===== src/rtl/risc16_pkg.sv =====
// ---------------------------------------------------------------------------
// risc16_pkg
// Shared definitions for the RISC16 load/store path: datapath and register
// index width defaults, the LSU FSM state encoding, and a small helper.
// ---------------------------------------------------------------------------
package risc16_pkg;

  // Default datapath/address width and register-index width (8 GPRs).
  localparam int unsigned LSU_DATA_W = 16;
  localparam int unsigned LSU_REG_AW = 3;

  // Load/store unit FSM states.
  typedef enum logic [1:0] {
    LSU_IDLE    = 2'd0,
    LSU_LD_WAIT = 2'd1,
    LSU_WB_HOLD = 2'd2
  } lsu_state_e;

  // A load is accepted when the handshake completes with the store flag low.
  function automatic logic lsu_is_load_accept(input logic valid,
                                              input logic ready,
                                              input logic we);
    return valid & ready & ~we;
  endfunction

endpackage : risc16_pkg


===== src/rtl/lsu_addr_check.sv =====
// ---------------------------------------------------------------------------
// lsu_addr_check
// Combinational range compare: flags an address that lies outside the
// data memory (addr >= DMEM_DEPTH). Only instantiated when the optional
// address check (macro LSU_ADDR_CHECK_EN) is enabled.
//
// Ports:
//   addr     (in,  DATA_W) address to check
//   addr_oob (out, 1)      1 when addr is beyond the last memory word
// ---------------------------------------------------------------------------
module lsu_addr_check #(
  parameter int DATA_W     = 16,
  parameter int DMEM_DEPTH = 256
) (
  input  logic [DATA_W-1:0] addr,
  output logic              addr_oob
);

  // One extra bit so a depth equal to 2**DATA_W still compares correctly.
  localparam logic [DATA_W:0] DEPTH_LIMIT = (DATA_W+1)'(DMEM_DEPTH);

  // Out-of-range compare.
  always_comb begin
    addr_oob = ({1'b0, addr} >= DEPTH_LIMIT);
  end

endmodule : lsu_addr_check


===== src/rtl/load_store_unit.sv =====
// ---------------------------------------------------------------------------
// load_store_unit
// Bridges the execute stage to a 1-cycle-latency data memory and returns
// load results to writeback through a valid/ready handshake.
//
// Stores write the memory on their accept edge and produce no response.
// Loads go IDLE -> LD_WAIT (memory read in flight) -> WB_HOLD (result held
// until wb_ready). A new request may be accepted in the WB_HOLD handshake
// cycle, giving one load every two cycles when writeback never stalls.
//
// Optional feature (macro LSU_ADDR_CHECK_EN): addresses >= DMEM_DEPTH are
// rejected -- stores are suppressed, loads return 0 with wb_fault=1.
// Without the macro wb_fault is tied low and the memory wraps addresses.
//
// Ports:
//   clk, rst_n          clock (rising edge), async active-low reset
//   req_valid/req_ready execute-side handshake
//   req_we              1 = store, 0 = load
//   req_addr, req_wdata address (ALU result) and store data
//   req_rd              load destination register
//   WE_dmem             memory write enable (combinational, accept cycle)
//   dmem_addr/dmem_wdata memory address/data (pass-through on accept, else held)
//   mem_out             memory read data (valid one cycle after accept)
//   wb_valid/wb_ready   writeback handshake
//   wb_rd, wb_data      destination register and loaded value
//   wb_fault            out-of-range load indication
// ---------------------------------------------------------------------------
module load_store_unit
  import risc16_pkg::*;
#(
  parameter int DATA_W     = LSU_DATA_W,
  parameter int REG_AW     = LSU_REG_AW,
  parameter int DMEM_DEPTH = 256
) (
  input  logic              clk,
  input  logic              rst_n,
  input  logic              req_valid,
  output logic              req_ready,
  input  logic              req_we,
  input  logic [DATA_W-1:0] req_addr,
  input  logic [DATA_W-1:0] req_wdata,
  input  logic [REG_AW-1:0] req_rd,
  output logic              WE_dmem,
  output logic [DATA_W-1:0] dmem_addr,
  output logic [DATA_W-1:0] dmem_wdata,
  input  logic [DATA_W-1:0] mem_out,
  output logic              wb_valid,
  input  logic              wb_ready,
  output logic [REG_AW-1:0] wb_rd,
  output logic [DATA_W-1:0] wb_data,
  output logic              wb_fault
);

  lsu_state_e        state_q, state_d;
  logic              accept_s;
  logic              ld_accept_s;
  logic              st_accept_s;
  logic              addr_oob_s;
  logic [DATA_W-1:0] addr_q, addr_d;
  logic [DATA_W-1:0] wdata_q, wdata_d;
  logic [DATA_W-1:0] wb_data_q, wb_data_d;
  logic [REG_AW-1:0] rd_q, rd_d;
  logic              wb_valid_q, wb_valid_d;

`ifdef LSU_ADDR_CHECK_EN
  logic              oob_q, oob_d;
  logic              wb_fault_q, wb_fault_d;

  lsu_addr_check #(
    .DATA_W     (DATA_W),
    .DMEM_DEPTH (DMEM_DEPTH)
  ) u_addr_check (
    .addr     (req_addr),
    .addr_oob (addr_oob_s)
  );
`else
  assign addr_oob_s = 1'b0;
`endif

  // State and datapath registers; reset discards any load in flight.
  always_ff @(posedge clk or negedge rst_n) begin
    if (!rst_n) begin
      state_q    <= LSU_IDLE;
      addr_q     <= {DATA_W{1'b0}};
      wdata_q    <= {DATA_W{1'b0}};
      wb_data_q  <= {DATA_W{1'b0}};
      rd_q       <= {REG_AW{1'b0}};
      wb_valid_q <= 1'b0;
`ifdef LSU_ADDR_CHECK_EN
      oob_q      <= 1'b0;
      wb_fault_q <= 1'b0;
`endif
    end else begin
      state_q    <= state_d;
      addr_q     <= addr_d;
      wdata_q    <= wdata_d;
      wb_data_q  <= wb_data_d;
      rd_q       <= rd_d;
      wb_valid_q <= wb_valid_d;
`ifdef LSU_ADDR_CHECK_EN
      oob_q      <= oob_d;
      wb_fault_q <= wb_fault_d;
`endif
    end
  end

  // Handshake decode and memory-side outputs.
  always_comb begin
    req_ready = 1'b0;
    if (rst_n) begin
      case (state_q)
        LSU_IDLE:    req_ready = 1'b1;
        LSU_WB_HOLD: req_ready = wb_ready;
        default:     req_ready = 1'b0;
      endcase
    end else begin
      req_ready = 1'b0;
    end
    accept_s    = req_valid & req_ready;
    ld_accept_s = lsu_is_load_accept(req_valid, req_ready, req_we);
    st_accept_s = accept_s & req_we;
    // Write happens on the accept edge itself; out-of-range stores are dropped.
    WE_dmem     = st_accept_s & ~addr_oob_s;
    if (accept_s) begin
      dmem_addr  = req_addr;
      dmem_wdata = req_wdata;
    end else begin
      dmem_addr  = addr_q;
      dmem_wdata = wdata_q;
    end
  end

  // Next-state logic.
  always_comb begin
    state_d = state_q;
    case (state_q)
      LSU_IDLE: begin
        if (ld_accept_s) begin
          state_d = LSU_LD_WAIT;
        end else begin
          state_d = LSU_IDLE;
        end
      end
      LSU_LD_WAIT: begin
        state_d = LSU_WB_HOLD;
      end
      LSU_WB_HOLD: begin
        if (wb_ready) begin
          // A load accepted in the handshake cycle goes straight back to waiting.
          if (ld_accept_s) begin
            state_d = LSU_LD_WAIT;
          end else begin
            state_d = LSU_IDLE;
          end
        end else begin
          state_d = LSU_WB_HOLD;
        end
      end
      default: state_d = LSU_IDLE;
    endcase
  end

  // Datapath next values.
  always_comb begin
    addr_d     = accept_s ? req_addr  : addr_q;
    wdata_d    = accept_s ? req_wdata : wdata_q;
    rd_d       = ld_accept_s ? req_rd : rd_q;
    wb_valid_d = (state_d == LSU_WB_HOLD);
    wb_data_d  = wb_data_q;
`ifdef LSU_ADDR_CHECK_EN
    oob_d      = ld_accept_s ? addr_oob_s : oob_q;
    wb_fault_d = wb_fault_q;
    if (state_q == LSU_LD_WAIT) begin
      wb_data_d  = oob_q ? {DATA_W{1'b0}} : mem_out;
      wb_fault_d = oob_q;
    end else begin
      wb_data_d  = wb_data_q;
      wb_fault_d = wb_fault_q;
    end
`else
    if (state_q == LSU_LD_WAIT) begin
      wb_data_d = mem_out;
    end else begin
      wb_data_d = wb_data_q;
    end
`endif
  end

  // Writeback outputs come straight from registers.
  always_comb begin
    wb_valid = wb_valid_q;
    wb_rd    = rd_q;
    wb_data  = wb_data_q;
`ifdef LSU_ADDR_CHECK_EN
    wb_fault = wb_fault_q;
`else
    wb_fault = 1'b0;
`endif
  end

endmodule : load_store_unit

===== config.mk =====
export PLATFORM = sky130hd
export DESIGN_NAME = load_store_unit
export DESIGN_NICKNAME = d
export VERILOG_FILES = /design/src/rtl/risc16_pkg.sv /design/src/rtl/lsu_addr_check.sv /design/src/rtl/load_store_unit.sv
export SDC_FILE = /design/constraint.sdc
export NUM_CORES = 1
export LEC_CHECK = 0
export BUFFER_PORTS_ARGS = -buffer_cell sky130_fd_sc_hd__buf_2
export CORE_MARGIN = 4
export CORE_UTILIZATION = 45
export DETAILED_ROUTE_END_ITERATION = 10
export GPL_TIMING_DRIVEN = 0
export PLACE_DENSITY = 0.8
export REMOVE_ABC_BUFFERS = 1
export SYNTH_ARGS = -nofsm -noshare
export SYNTH_HDL_FRONTEND = slang
export SYNTH_SLANG_ARGS = --single-unit

===== constraint.sdc =====
create_clock -name clk -period 1.8 [get_ports clk]
set_input_delay 0.09 -clock clk [delete_from_list [all_inputs] [get_ports clk]]
set_output_delay 0.09 -clock clk [all_outputs]
set_load 0.03 [all_outputs]

## Yosys cells after proc, flatten, opt, wreduce, memory -nomap -nowiden

Cells that the tools add are included.

| operators by class | value |
|---|---|
| equal/unequal tests | 3 |
| multiplexer cells | 7 |
| bitwise gates (word level) | 4 |
| reductions and logical operators | 1 |

Operator list:

| operator | count |
|---|---|
| $mux W16 | 2 |
| $pmux W2 S3 | 1 |
| $eq A2 B2 Y1 const B | 2 |
| $and A1 B1 Y1 | 3 |
| $eq A2 B1 Y1 const B | 1 |
| $logic_not A2 Y1 | 1 |
| $mux W1 | 2 |
| $mux W2 | 1 |
| $pmux W1 S2 | 1 |
| $not A1 Y1 | 1 |

| storage, ports and cells | value |
|---|---|
| register bits | 54 |
| input port bits | 56 |
| output and inout bits | 55 |
| logic and storage cells | 21 |

## Longest topological paths before layout

| depth | value |
|---|---|
| depth after elaboration | 9 |
| depth in mapped cells | 4 |
| depth with buffers taken out | 3 |

## Worst setup path after synthesis

Ideal clock, no wire load.

| timing | value |
|---|---|
| path kind | reg-to-output |
| from | register state_q[0] |
| to | output WE_dmem |
| data arrival time | 1.257 ns |
| data required time | 1.710 ns |
| slack | 0.453 ns |
| cell stages (with the launch flop) | 4 |
| buffers on the path | 0 |
| cells stage by stage | dfrtp_1 > nor2b_4 > and2_1 > and3_1 |

| between the ends | value |
|---|---|
| longest elaborated chain between the ends | 5 |
| elaborated cells on any way between the ends | 6 |
| classes of those cells | eq/ne: 1; mux: 2; bitwise: 2; reduce/logical: 1 |

RTL lines:

| item | line | source |
|---|---|---|
| from (decl) | load_store_unit.sv:54 | `lsu_state_e state_q, state_d;` |
| from (signal assigned) | load_store_unit.sv:94 | `state_q <= state_d;` |
| $eq A2 B2 Y1 / $logic_not A2 Y1 (equally long branches) | load_store_unit.sv:111 | `case (state_q)` |
| $pmux W1 S2 (*) | load_store_unit.sv:111 |  |
| $mux W1 (*) | load_store_unit.sv:110 | `if (rst_n) begin` |
| named net req_ready | load_store_unit.sv:38 | `output logic req_ready,` |
| $and A1 B1 Y1 (*) | load_store_unit.sv:119 | `accept_s = req_valid & req_ready;` |
| $and A1 B1 Y1 (*) | load_store_unit.sv:121 | `st_accept_s = accept_s & req_we;` |
| to (decl) | load_store_unit.sv:43 | `output logic WE_dmem,` |

The timed path passes the listed nets; every way through them passes the cells marked *.

## Worst setup path in the final report

| timing | value |
|---|---|
| from | register state_q[0] |
| to | output dmem_wdata[3] |

| between the ends | value |
|---|---|
| longest elaborated chain between the ends | 5 |
| elaborated cells on any way between the ends | 6 |
| classes of those cells | eq/ne: 1; mux: 3; bitwise: 1; reduce/logical: 1 |

RTL lines:

| item | line | source |
|---|---|---|
| $eq A2 B2 Y1 / $logic_not A2 Y1 (equally long branches) | load_store_unit.sv:111 |  |
| $pmux W1 S2 (*) | load_store_unit.sv:111 |  |
| $mux W1 (*) | load_store_unit.sv:110 |  |
| $and A1 B1 Y1 (*) | load_store_unit.sv:119 |  |
| $mux W16 (*) | load_store_unit.sv:124 | `if (accept_s) begin` |
| to (decl) | load_store_unit.sv:45 | `output logic [DATA_W-1:0] dmem_wdata,` |

Mark *: on every way between the ends. The rest lies on a longest branch, timed or not.

==> results.py <==
metrics = {
    "status": {
        "status": "finished with violations",
        "failed_checks": "hold timing",
    },
    "timing": {
        "hold_viol_final": 54,
        "slew_viol_final": 0,
        "slew_headroom_pct": 46.09,
        "hold_slack_ns": -0.2804,
        "setup_tns_ns": 0,
        "fin_skew_ns": 0.006501,
        "grt_setup_unrepaired": "true",
        "setup-violations-final": 0,
        "min_period_ns": 1.761,
        "finalCritPeriodShare_pct": 97.86,
        "fmax_mhz": 567.7,
        "worstMarginPinSlew_ns": 0.8086,
    },
    "global_routing": {
        "grt_use_met1_pct": 19.50,
        "grt_busiest_layer": "met2",
        "grt_max_degree": 56,
        "grt_first_pass_wirelength_um": 7548,
        "met3_usage_pct": 6.497,
        "grt_use_met2_pct": 24.91,
        "grt_util_all_layers_pct": 15.85,
        "antenna_found_initial": 0,
        "grt_overflow": 0,
        "grt_pass1_vias": 1556,
    },
    "power_and_ir_drop": {
        "netSwitchingFraction_pct": 34.74,
        "power_uw": 3761,
        "internal_power_uw": 2455,
        "comb_power_share_pct": 40.8,
        "p_leak_uw": 0.001632,
        "peakVddDrop_mv": 0.6756,
        "pwr-share-clk_pct": 17.8,
        "power.density_mw_per_mm2": 1206,
        "share_seq_of_total_power_pct": 41.5,
        "p_sw_uw": 1307,
    },
    "cells_and_area": {
        "area_delta_synth_final_pct": 42.29,
        "n_antenna_cell": 0,
        "finalNetCount": 293,
        "stdcell_area_mm2": 0.003119,
        "drive_gt1_share_pct": 73.53,
    },
    "place": {
        "placed_cell_area_mm2": 0.002758,
        "routabilityCongestion": 0.6766,
        "dpl.hpwl_um": 3076,
        "port_buffers": 109,
    },
    "synthesis": {
        "synth.area.top_cells": "dfrtp_1 62%, mux2_4 22%, mux2_2 9.8%",
        "synth-seq-area-share_pct": 61.64,
        "synth_area_mm2": 0.002192,
        "synth_edf_count": 0,
        "syn_inst": 122,
        "synth_top_area_share_pct": 61.64,
        "ys.flop_type": "dfrtp_1",
        "ys_types": 14,
        "synth.largest_area_cell": "dfrtp_1",
        "ys_ff_latch": 54,
        "synth_common_cells": "54 x dfrtp_1, 32 x mux2_4, 19 x mux2_2",
        "avgSynthCellArea_um2": 17.97,
        "yosysMostFrequentCell": "dfrtp_1",
        "yosys_warnings": 0,
        "async_flop_share_pct": 100.0,
    },
    "clocking": {
        "clk_path_buf_depth": 2,
        "clock_sinks": 54,
        "cts_made_buffers": 5,
        "cts_root_buffer": "clkbuf_8",
        "clk_latency_ns": 0.30,
        "h-tree-depth": 2,
        "cts_tree": "yes",
        "clk_pin_slew_ns": 0.09,
    },
    "worst_hold_path": {
        "hp-class": "input port to async pin",
    },
    "setup_path": {
        "worstPathMaxFanout": 16,
        "start_kind": "flop",
        "worstPathRequired_ns": 1.71,
        "crit_path_end_kind": "output port",
        "worst-setup-path-type": "flop to output port",
        "crit_arrival_ns": 1.67,
        "startpoint": "state_q[0]",
        "r2r_start": "state_q[0]",
    },
    "floorplan": {
        "fp.coreArea_mm2": 0.004723,
        "die_y_um": 77.80,
        "io_pins": 111,
        "start_util_pct": 46.41,
        "die_x_um": 77.80,
        "die-area_mm2": 0.006052,
        "rows": 25,
    },
    "route": {
        "wirelength_um": 4747,
        "first_pass_iters": 3,
        "drtIter0Drc": 38,
        "drt-wirelength-per-cell_um": 15.56,
        "drc": 0,
        "vias": 1428,
        "vias_per_cell": 4.682,
        "ant_nets": 0,
    },
    "flow_run": {
        "maxCapViolCount": 0,
    },
}
[path summary, 6_finish.rpt]
path / slack, ns / to / cells after the start
max in group asynchronous: 1.70 / wb_data[3] / 1
setup reg to reg: 0.13 / wb_data[5] / 3
hold / removal: -0.28 / wb_data[15] / 1
hold reg to reg: 0.50 / wdata_q[1] / 1
setup / recovery: 0.04 / dmem_wdata[3] / 5
min in group clk: 0.02 / wb_data[11] / 2
[area by class of cell]
cell class,instances,area [um^2]
clock buffer,7,86.33
clock inverter,1,5.005
fill,336,1604
inverter,1,3.754
multi-input combinational,62,793.3
sequential,54,1351
tap,67,83.83
timing repair buffer,113,795.8
[power groups by stage]
stage	registers (uW)	clock network [uW]	logic (uW)
2_1_floorplan	1800	0	709
3_3_place_gp	1570	0	1310
3_5_place_dp	1580	0	1330
4_1_cts	1560	698	1480
5_1_grt	1590	758	1610
6_report	1560	669	1530
[routing by layer]
metal | wire [um] | share of wire (%) | up-vias
met4 | 68 | 1.4 | 0
met3 | 541 | 11 | 7
met2 | 2193 | 46 | 81
met1 | 1944 | 41 | 689
li1 | - | - | 651
met5 | 0 | 0 | -
[cell families (layout without fill, tap and decap cells)]
logic type / Yosys count / after routing / share of synthesized area, %
AO/OA/AOI/OAI: 2 / 2 / 0.4566
buffers and inverters: 7 / 122 / 3.082
flip-flops: 54 / 54 / 61.64
multiplexers: 51 / 51 / 31.68
other: 1 / 1 / 0.1711
AND/OR/NAND/NOR: 7 / 8 / 2.968
[worst max-delay path, cell delays in order (launching register included)]
cell,delay [ns]
dfrtp_1,0.42
nor2b_4,0.22
nand3_4,0.10
buf_12,0.17
mux2_4,0.32
buf_6,0.14
[placed cells by master, fill, tap and decap left out, drive strengths merged]
master / synthesis / layout
dfrtp: 54 / 54
and3: 1 / 1
nor2b: 1 / 1
conb: 1 / 1
inv: 1 / 1
buf: 6 / 113
clkbuf: 0 / 7
o21ai: 2 / 2
clkinv: 0 / 1
nand2b: 2 / 2
and2: 1 / 1
nand3: 1 / 2
nand4b: 1 / 1
mux2: 51 / 51
[per-stage QoR]
step	setup WS (ns)	cells	utilization [%]
2_1_floorplan	0.1667	116	-
3_3_place_gp	-0.8994	292	58.38
3_5_place_dp	-0.9160	292	58.38
4_1_cts	0.0001547	305	64.79
5_1_grt	-0.04707	305	66.04
6_report	0.03852	305	66.04
[what timing repair did]
| item | 4_1_cts | 5_1_grt |
|---|---|---|
| setup endpoints to repair | 66 | 32 |
| buffers inserted | 4 | 0 |
| resized for setup | 48 | 21 |
| pin swaps | 2 | 0 |
| gates cloned | 1 | 0 |
| hold endpoints to repair | 54 | 54 |
[state kept, by name (all words and copies together) (netlist names)]
signal	flops
wb_rd	3
wb_valid	1
state_q	2
wdata_q	16
wb_data	16
addr_q	16
Power figures use the tool's default switching activity.
